File: config.mk
export PLATFORM = sky130hd
export DESIGN_NAME = kb_scr_link_peer
export DESIGN_NICKNAME = d
export VERILOG_FILES = /design/src/rtl/kb_scr_link_peer.sv
export SDC_FILE = /design/constraint.sdc
export NUM_CORES = 1
export LEC_CHECK = 0
export CORE_MARGIN = 4
export CORE_UTILIZATION = 33
export CTS_CLUSTER_DIAMETER = 120
export DETAILED_ROUTE_END_ITERATION = 16
export RECOVER_POWER = 100
export SETUP_SLACK_MARGIN = 0.15
export SLEW_MARGIN = 0
export SYNTH_ARGS = -nofsm -noshare
export SYNTH_HDL_FRONTEND = slang
export SYNTH_SLANG_ARGS = --single-unit
File: constraint.sdc
create_clock -name i_clk -period 1.9 [get_ports i_clk]
set_input_delay 0.57 -clock i_clk [delete_from_list [all_inputs] [get_ports i_clk]]
set_output_delay 0.57 -clock i_clk [all_outputs]
set_load 0.005 [all_outputs]
File: src/rtl/kb_scr_link_peer.sv
// Far-end peer of the keyboard/screen parallel link: 4-phase REQ/ACK both ways, FIFO-decoupled.
// Optional TX handshake watchdog enabled by defining KB_SCR_PEER_TIMEOUT_EN.

module kb_scr_peer_fifo #(
  parameter int DEPTH = 4,
  parameter int W     = 8
) (
  input  logic         i_clk,
  input  logic         i_rst_n,
  input  logic         i_push,
  input  logic [W-1:0] i_data,
  input  logic         i_pop,
  output logic [W-1:0] o_data,
  output logic         o_full,
  output logic         o_empty
);
  localparam int AW = $clog2(DEPTH);

  logic [W-1:0] r_mem [DEPTH];
  logic [AW:0]  r_wptr, r_rptr;
  logic         w_do_push, w_do_pop;

  // Extra pointer MSB separates full (MSBs differ) from empty (equal).
  assign o_empty   = (r_wptr == r_rptr);
  assign o_full    = (r_wptr[AW] != r_rptr[AW]) && (r_wptr[AW-1:0] == r_rptr[AW-1:0]);
  assign w_do_push = i_push && !o_full;
  assign w_do_pop  = i_pop && !o_empty;
  assign o_data    = r_mem[r_rptr[AW-1:0]];

  always_ff @(posedge i_clk) begin
    if (!i_rst_n) begin
      r_wptr <= '0;
      r_rptr <= '0;
    end else begin
      if (w_do_push) r_wptr <= r_wptr + 1'b1;
      if (w_do_pop)  r_rptr <= r_rptr + 1'b1;
    end
  end

  always_ff @(posedge i_clk) begin
    if (w_do_push) r_mem[r_wptr[AW-1:0]] <= i_data;
  end
endmodule

module kb_scr_link_peer #(
  parameter int FIFO_DEPTH     = 4,
  parameter int TIMEOUT_CYCLES = 1000
) (
  input  logic       i_clk,
  input  logic       i_rst_n,
  input  logic [7:0] i_link_data,
  input  logic [1:0] i_link_ctrl,
  output logic [7:0] o_link_data,
  output logic [1:0] o_link_ctrl,
  input  logic [7:0] i_tx_data,
  input  logic       i_tx_valid,
  output logic       o_tx_ready,
  output logic [7:0] o_rx_data,
  output logic       o_rx_valid,
  input  logic       i_rx_ready,
  output logic       o_tx_busy,
  output logic       o_timeout_err
);
  typedef enum logic {RX_IDLE, RX_ACK} rx_state_t;
  typedef enum logic [1:0] {TX_IDLE, TX_SETUP, TX_REQ, TX_REL} tx_state_t;

  rx_state_t  r_rx_state, w_rx_next;
  tx_state_t  r_tx_state, w_tx_next;
  logic [1:0] r_ctrl_s1, r_ctrl_s2;
  logic [7:0] r_link_data;
  logic       w_req_s, w_ack_s;
  logic       w_rx_push, w_rx_full, w_rx_empty;
  logic       w_tx_pop, w_tx_full, w_tx_empty;
  logic [7:0] w_tx_head;
  logic       w_to_hit;

  assign w_req_s = r_ctrl_s2[0];
  assign w_ack_s = r_ctrl_s2[1];

  always_ff @(posedge i_clk) begin
    if (!i_rst_n) begin
      r_ctrl_s1   <= '0;
      r_ctrl_s2   <= '0;
      r_rx_state  <= RX_IDLE;
      r_tx_state  <= TX_IDLE;
      r_link_data <= '0;
    end else begin
      r_ctrl_s1   <= i_link_ctrl;
      r_ctrl_s2   <= r_ctrl_s1;
      r_rx_state  <= w_rx_next;
      r_tx_state  <= w_tx_next;
      if (w_tx_pop) r_link_data <= w_tx_head;
    end
  end

  // CPU holds link data stable from before REQ until our ACK drops, so no data sync is needed.
  always_comb begin
    w_rx_next = r_rx_state;
    w_rx_push = 1'b0;
    case (r_rx_state)
      RX_IDLE: if (w_req_s && !w_rx_full) begin
        w_rx_push = 1'b1;
        w_rx_next = RX_ACK;
      end
      RX_ACK:  if (!w_req_s) w_rx_next = RX_IDLE;
      default: w_rx_next = RX_IDLE;
    endcase
  end

  always_comb begin
    w_tx_next = r_tx_state;
    w_tx_pop  = 1'b0;
    case (r_tx_state)
      TX_IDLE: if (!w_tx_empty) begin
        w_tx_pop  = 1'b1;
        w_tx_next = TX_SETUP;
      end
      TX_SETUP: w_tx_next = TX_REQ;
      TX_REQ: begin
        if (w_ack_s)       w_tx_next = TX_REL;
        else if (w_to_hit) w_tx_next = TX_IDLE;
      end
      TX_REL: begin
        if (!w_ack_s)      w_tx_next = TX_IDLE;
        else if (w_to_hit) w_tx_next = TX_IDLE;
      end
      default: w_tx_next = TX_IDLE;
    endcase
  end

`ifdef KB_SCR_PEER_TIMEOUT_EN
  localparam int CW = $clog2(TIMEOUT_CYCLES + 1);
  logic [CW-1:0] r_to_cnt;
  logic          r_to_err;
  logic          w_to_run;

  assign w_to_run = (r_tx_state == TX_REQ) || (r_tx_state == TX_REL);
  assign w_to_hit = w_to_run && (r_to_cnt == CW'(TIMEOUT_CYCLES - 1));

  always_ff @(posedge i_clk) begin
    if (!i_rst_n) begin
      r_to_cnt <= '0;
      r_to_err <= 1'b0;
    end else begin
      r_to_cnt <= (w_to_run && !w_to_hit) ? r_to_cnt + 1'b1 : '0;
      if (w_to_hit) r_to_err <= 1'b1;
    end
  end
  assign o_timeout_err = r_to_err;
`else
  assign w_to_hit      = 1'b0;
  assign o_timeout_err = 1'b0;
`endif

  kb_scr_peer_fifo #(.DEPTH(FIFO_DEPTH), .W(8)) u_rx_fifo (
    .i_clk   (i_clk),
    .i_rst_n (i_rst_n),
    .i_push  (w_rx_push),
    .i_data  (i_link_data),
    .i_pop   (i_rx_ready),
    .o_data  (o_rx_data),
    .o_full  (w_rx_full),
    .o_empty (w_rx_empty)
  );

  kb_scr_peer_fifo #(.DEPTH(FIFO_DEPTH), .W(8)) u_tx_fifo (
    .i_clk   (i_clk),
    .i_rst_n (i_rst_n),
    .i_push  (i_tx_valid),
    .i_data  (i_tx_data),
    .i_pop   (w_tx_pop),
    .o_data  (w_tx_head),
    .o_full  (w_tx_full),
    .o_empty (w_tx_empty)
  );

  assign o_link_data = r_link_data;
  assign o_link_ctrl = {r_rx_state == RX_ACK, r_tx_state == TX_REQ};
  assign o_rx_valid  = !w_rx_empty;
  assign o_tx_ready  = !w_tx_full;
  assign o_tx_busy   = (r_tx_state != TX_IDLE) || !w_tx_empty;
endmodule
=== Word-level counts from Yosys, hierarchy flattened ===
Memory sizes are Yosys's and may differ from the RTL's. A register that Yosys moved wholly into a read port is not among the register bits.
Cells that the tools add are included.

* Flip-flop bits (word level): 19
* Memory bits (writable): 64
* Bits of input ports: 22
* Logic and storage cells: 59
* Memories kept: 2

* $add $sub $neg: 4
* Eq/ne operators: 12
* Muxes and demuxes: 16
* Bitwise operators: 1
* Reduce and logical (&&, ||, !) cells: 16

{| class="wikitable"
|+ Memory list
! memory !! words !! width !! read ports !! clocked after memory_dff !! write ports !! RTL line !! RTL
|-
| u_rx_fifo.r_mem || 4 || 8 || 1 || 1 || 1 || 19 || <nowiki>logic [W-1:0] r_mem [DEPTH];</nowiki>
|-
| u_tx_fifo.r_mem || 4 || 8 || 1 || 1 || 1 || 19 ||
|}

{| class="wikitable"
|+ Operator list
! cell !! number
|-
| $add 3x1->3 const B || 4
|-
| $mux 2 || 5
|-
| $mux 1 || 9
|-
| $pmux 2 s4 || 1
|-
| $logic_and 1x1->1 || 7
|-
| $eq 3x3->1 || 2
|-
| $logic_not 1->1 || 5
|-
| $eq 2x2->1 || 2
|-
| $eq 2x2->1 const B || 2
|-
| $ne 2x2->1 const B || 2
|-
| $reduce_and 3->1 || 1
|-
| $eq 2x1->1 const B || 1
|-
| $logic_not 2->1 || 1
|-
| $ne 1x1->1 || 2
|-
| $ne 2x1->1 const B || 1
|-
| $pmux 1 s2 || 1
|-
| $reduce_bool 2->1 || 1
|-
| $logic_or 1x1->1 || 1
|-
| $not 1->1 || 1
|}

=== Longest topological paths before layout ===
* Depth in word-level cells: 9
* Gate-level depth with buffers: 6
* Mapped depth without buffers: 5

=== Cells and area by module ===
Synthesis repeated with hierarchy kept, for this count alone.

* Cells, all modules: 291
* Area total of the unflattened synthesis: 4,120.2 um^2

{| class="wikitable"
|+ Modules (own cells, without submodules)
! module !! instances !! cells each !! area each (um^2) !! sequential area each (um^2)
|-
| kb_scr_peer_fifo || 2 || 110 || 1,724.2 || 1,121.1
|-
| kb_scr_link_peer || 1 || 71 || 671.9 || 300.3
|}

=== Worst setup path before layout ===
OpenSTA, ideal clock, no wires.

* Path kind: reg2out
* From: register (tool-made name)
* To: output port o_rx_data[0]
* Arrival: 1,049 ps
* Setup slack: 281 ps
* Cell stages (with the launch flop): 3
* Buffers on the path: 1
* Cell sequence: dfxtp_1 -> buf_2 -> mux4_2

{| class="wikitable"
|+ RTL lines
! item !! RTL line !! RTL
|-
| end: declaration || 58 || <nowiki>output logic [7:0] o_rx_data,</nowiki>
|}

==> flow_metrics.env <==
export IMPL_status="complete, but fails checks"
export IMPL_violations="setup timing"
export IMPL_clockBufferDepth=2
export IMPL_synth_seq_cells=93
export IMPL_ys_flop_type="edfxtp_1"
export IMPL_hold_path_class="register to register"
export IMPL_powerDensity_mw_per_mm2=1130
export IMPL_synth_area_leaders="edfxtp_1, dfxtp_1, mux4_2"
export IMPL_layout_drive_gt1_share=0.267
export IMPL_slew_viol_final=0
export IMPL_first_global_vias=2199
export IMPL_drc_errors=0
export IMPL_max_slew_margin_rel=0.616
export IMPL_hpwl_um=4580
export IMPL_postCtsHoldBufs=0
export IMPL_fin_crit_sh=1.07
export IMPL_place_gp_congestion=0.715
export IMPL_vias=2087
export IMPL_async_flop_share=0
export IMPL_finalClockSkew_ps=4.00
export IMPL_syn_nets=277
export IMPL_cp_arrival_ps=1460
export IMPL_clkTransAtPathRegs_ps=60
export IMPL_wl_met3_um=278
export IMPL_cp_end_kind="output pin"
export IMPL_synth_edff_count=64
export IMPL_port_buffers=42
export IMPL_synth_area_mm2=0.00376
export IMPL_rsz0062_at_grt="yes"
export IMPL_path_class="register to output pin"
export IMPL_cts_tree="yes"
export IMPL_yosys_area_top_type_share=0.511
export IMPL_drt_antenna_violating_nets=0
export IMPL_period_minus_slack_ps=2030
export IMPL_setup_viol=9
export IMPL_synth_seq_area_share=0.666
export IMPL_initial_utilization=0.342
export IMPL_wl_per_cell_um=14.3
export IMPL_worstSetupStartpointType="register"
export IMPL_clock_latency_ps=340
export IMPL_grt_start_max_net_pins=30
export IMPL_critPathMaxFanout=8
export IMPL_num_nets_final=348
export IMPL_pin_count=44
export IMPL_hold_slack_ps=433
export IMPL_drt_pass1_iterations=4
export IMPL_std_cell_rows=38
export IMPL_drt_first_iter_violations=59
export IMPL_die_area_mm2=0.0132
export IMPL_yosysWarnings=0
export IMPL_max_slew_worst_pin_slew_ps=576
export IMPL_routed_wl_um=6540
export IMPL_power_mw=5.37
export IMPL_h_tree_depth=3
export IMPL_syn_to_final_growth_pct=26.7
export IMPL_grt_pass1_wl_um=10600
export IMPL_grt_overflow_total=0
export IMPL_root_buffer="clkbuf_16"
export IMPL_fin_util=0.434
export IMPL_yosysUniqueCellTypes=39
export IMPL_ir_drop_mv=0.641
export IMPL_core_area_mm2=0.0110
export IMPL_antenna_found_initial=0
export IMPL_die_y_um=115
export IMPL_dieWidth_um=115
export IMPL_hold_violations=0
export IMPL_met1Wirelength_um=2670
export IMPL_required_ps=1330
export IMPL_synthCells=242
export IMPL_cts_sink_count=93
export IMPL_fmax_ghz=0.493
export IMPL_grt_util_all_layers=0.108
export IMPL_topRoutingLayerUsed="met4"
export IMPL_synthTopCellsByCount="edfxtp_1, dfxtp_1, mux4_2, nand2_1"
export IMPL_cts_buffers_inserted=9
export IMPL_yosysMostFrequentCell="edfxtp_1"
export IMPL_via_per_inst=4.56
export IMPL_syn_area_per_cell_um2=15.5
export IMPL_synth_largest_area_cell="edfxtp_1"
export IMPL_route_met2_wl_um=3460
export IMPL_setup_slack_ps=-129
export IMPL_antennaDiodeCount=0
export IMPL_drv_cap=0
export IMPL_p_leak_nw=1.76
export IMPL_place_ws_ps=-132
sequential cells by signal (all words and copies together), names as in the netlist, named ones only:
signal and count:
u_tx_fifo.r_mem 32, u_rx_fifo.r_wptr 3, u_tx_fifo.r_rptr 3, u_tx_fifo.r_wptr 3, r_rx_state 1, u_rx_fifo.r_rptr 3
r_ctrl_s1 2, r_tx_state 2, u_rx_fifo.r_mem 32, r_ctrl_s2 2, o_link_data 8
layout make-up:
type | count | area [um2]
clock buffers | 10 | 229
clock inverters | 6 | 70.1
multi-input cells | 124 | 1130
inverters | 12 | 45.0
repair buffers | 73 | 593
well taps | 140 | 175
fillers | 1017 | 6220
flip-flops and latches | 93 | 2520
final timing paths:
check | startpoint | endpoint | slack (ps) | depth (start not counted)
min | r_ctrl_s1[0] | r_ctrl_s2[0] | 430 | 1
max reg2reg | u_tx_fifo.r_wptr[1] | u_tx_fifo.r_mem[2][6] | 20 | 5
max | register | o_rx_data[3] | -130 | 3
min reg2reg | r_ctrl_s1[0] | r_ctrl_s2[0] | 430 | 1
timing repair:
item	in CTS	in global routing
hold endpoints to repair	0	0
setup endpoints to repair	21	45
pin swaps	6	2
gates resized for setup	75	9
setup buffers	4	1
cell families (layout without fill, tap and decap cells):
logic type               Yosys count  count (layout)  synth area share
flip-flops                        93              93             0.666
AND/OR/NAND/NOR                   53              53            0.0696
AO/OA/AOI/OAI                     28              28            0.0519
buffers and inverters             25             101            0.0346
multiplexers                      17              17            0.0986
adder cells (fa/ha/maj)           13              13            0.0433
XOR/XNOR                          12              12            0.0350
other                              1               1          0.000998
worst max-delay path, cell delays in order (launching register included):
cell     delay [ps]
dfxtp_2         340
buf_12          140
mux4_2          500
buf_2           140
per-layer routing:
metal	global-route usage	vias up
met4	0.0563	0
met1	0.119	1005
li1	-	1031
met5	0	-
met3	0.0312	9
met2	0.190	42
where the power goes:
part	total, mW	internal (mW)	switching, mW	leakage, nW
clock network	1.77	1.03	0.738	0.143
logic	1.16	0.612	0.543	0.794
registers	2.45	2.35	0.100	0.825
stage by stage:
step	instance area (um2)	cells	TNS (ps)
2_1_floorplan	3760	242	0
3_3_place_gp	4530	437	-779
3_5_place_dp	4530	437	-961
4_1_cts	4830	457	-1210
5_1_grt	4760	458	-2830
6_report	4760	458	-961
placed cells by master, fill, tap and decap left out, drive strengths merged, types with 3 or more instances in the layout:
master,Yosys,routed
inv,12,14
o31ai,4,4
dlygate4sd2,0,9
nand2,16,16
o21ai,12,12
dfxtp,29,29
clkdlybuf4s50,0,4
clkbuf,4,22
a21oi,4,4
edfxtp,64,64
buf,9,29
and2,11,11
nand3,13,13
xor2,8,8
dlygate4sd3,0,17
mux4,16,16
or3,3,3
xnor2,4,4
ha,13,13
nor2,7,7
(Power assumes the default switching activity.)
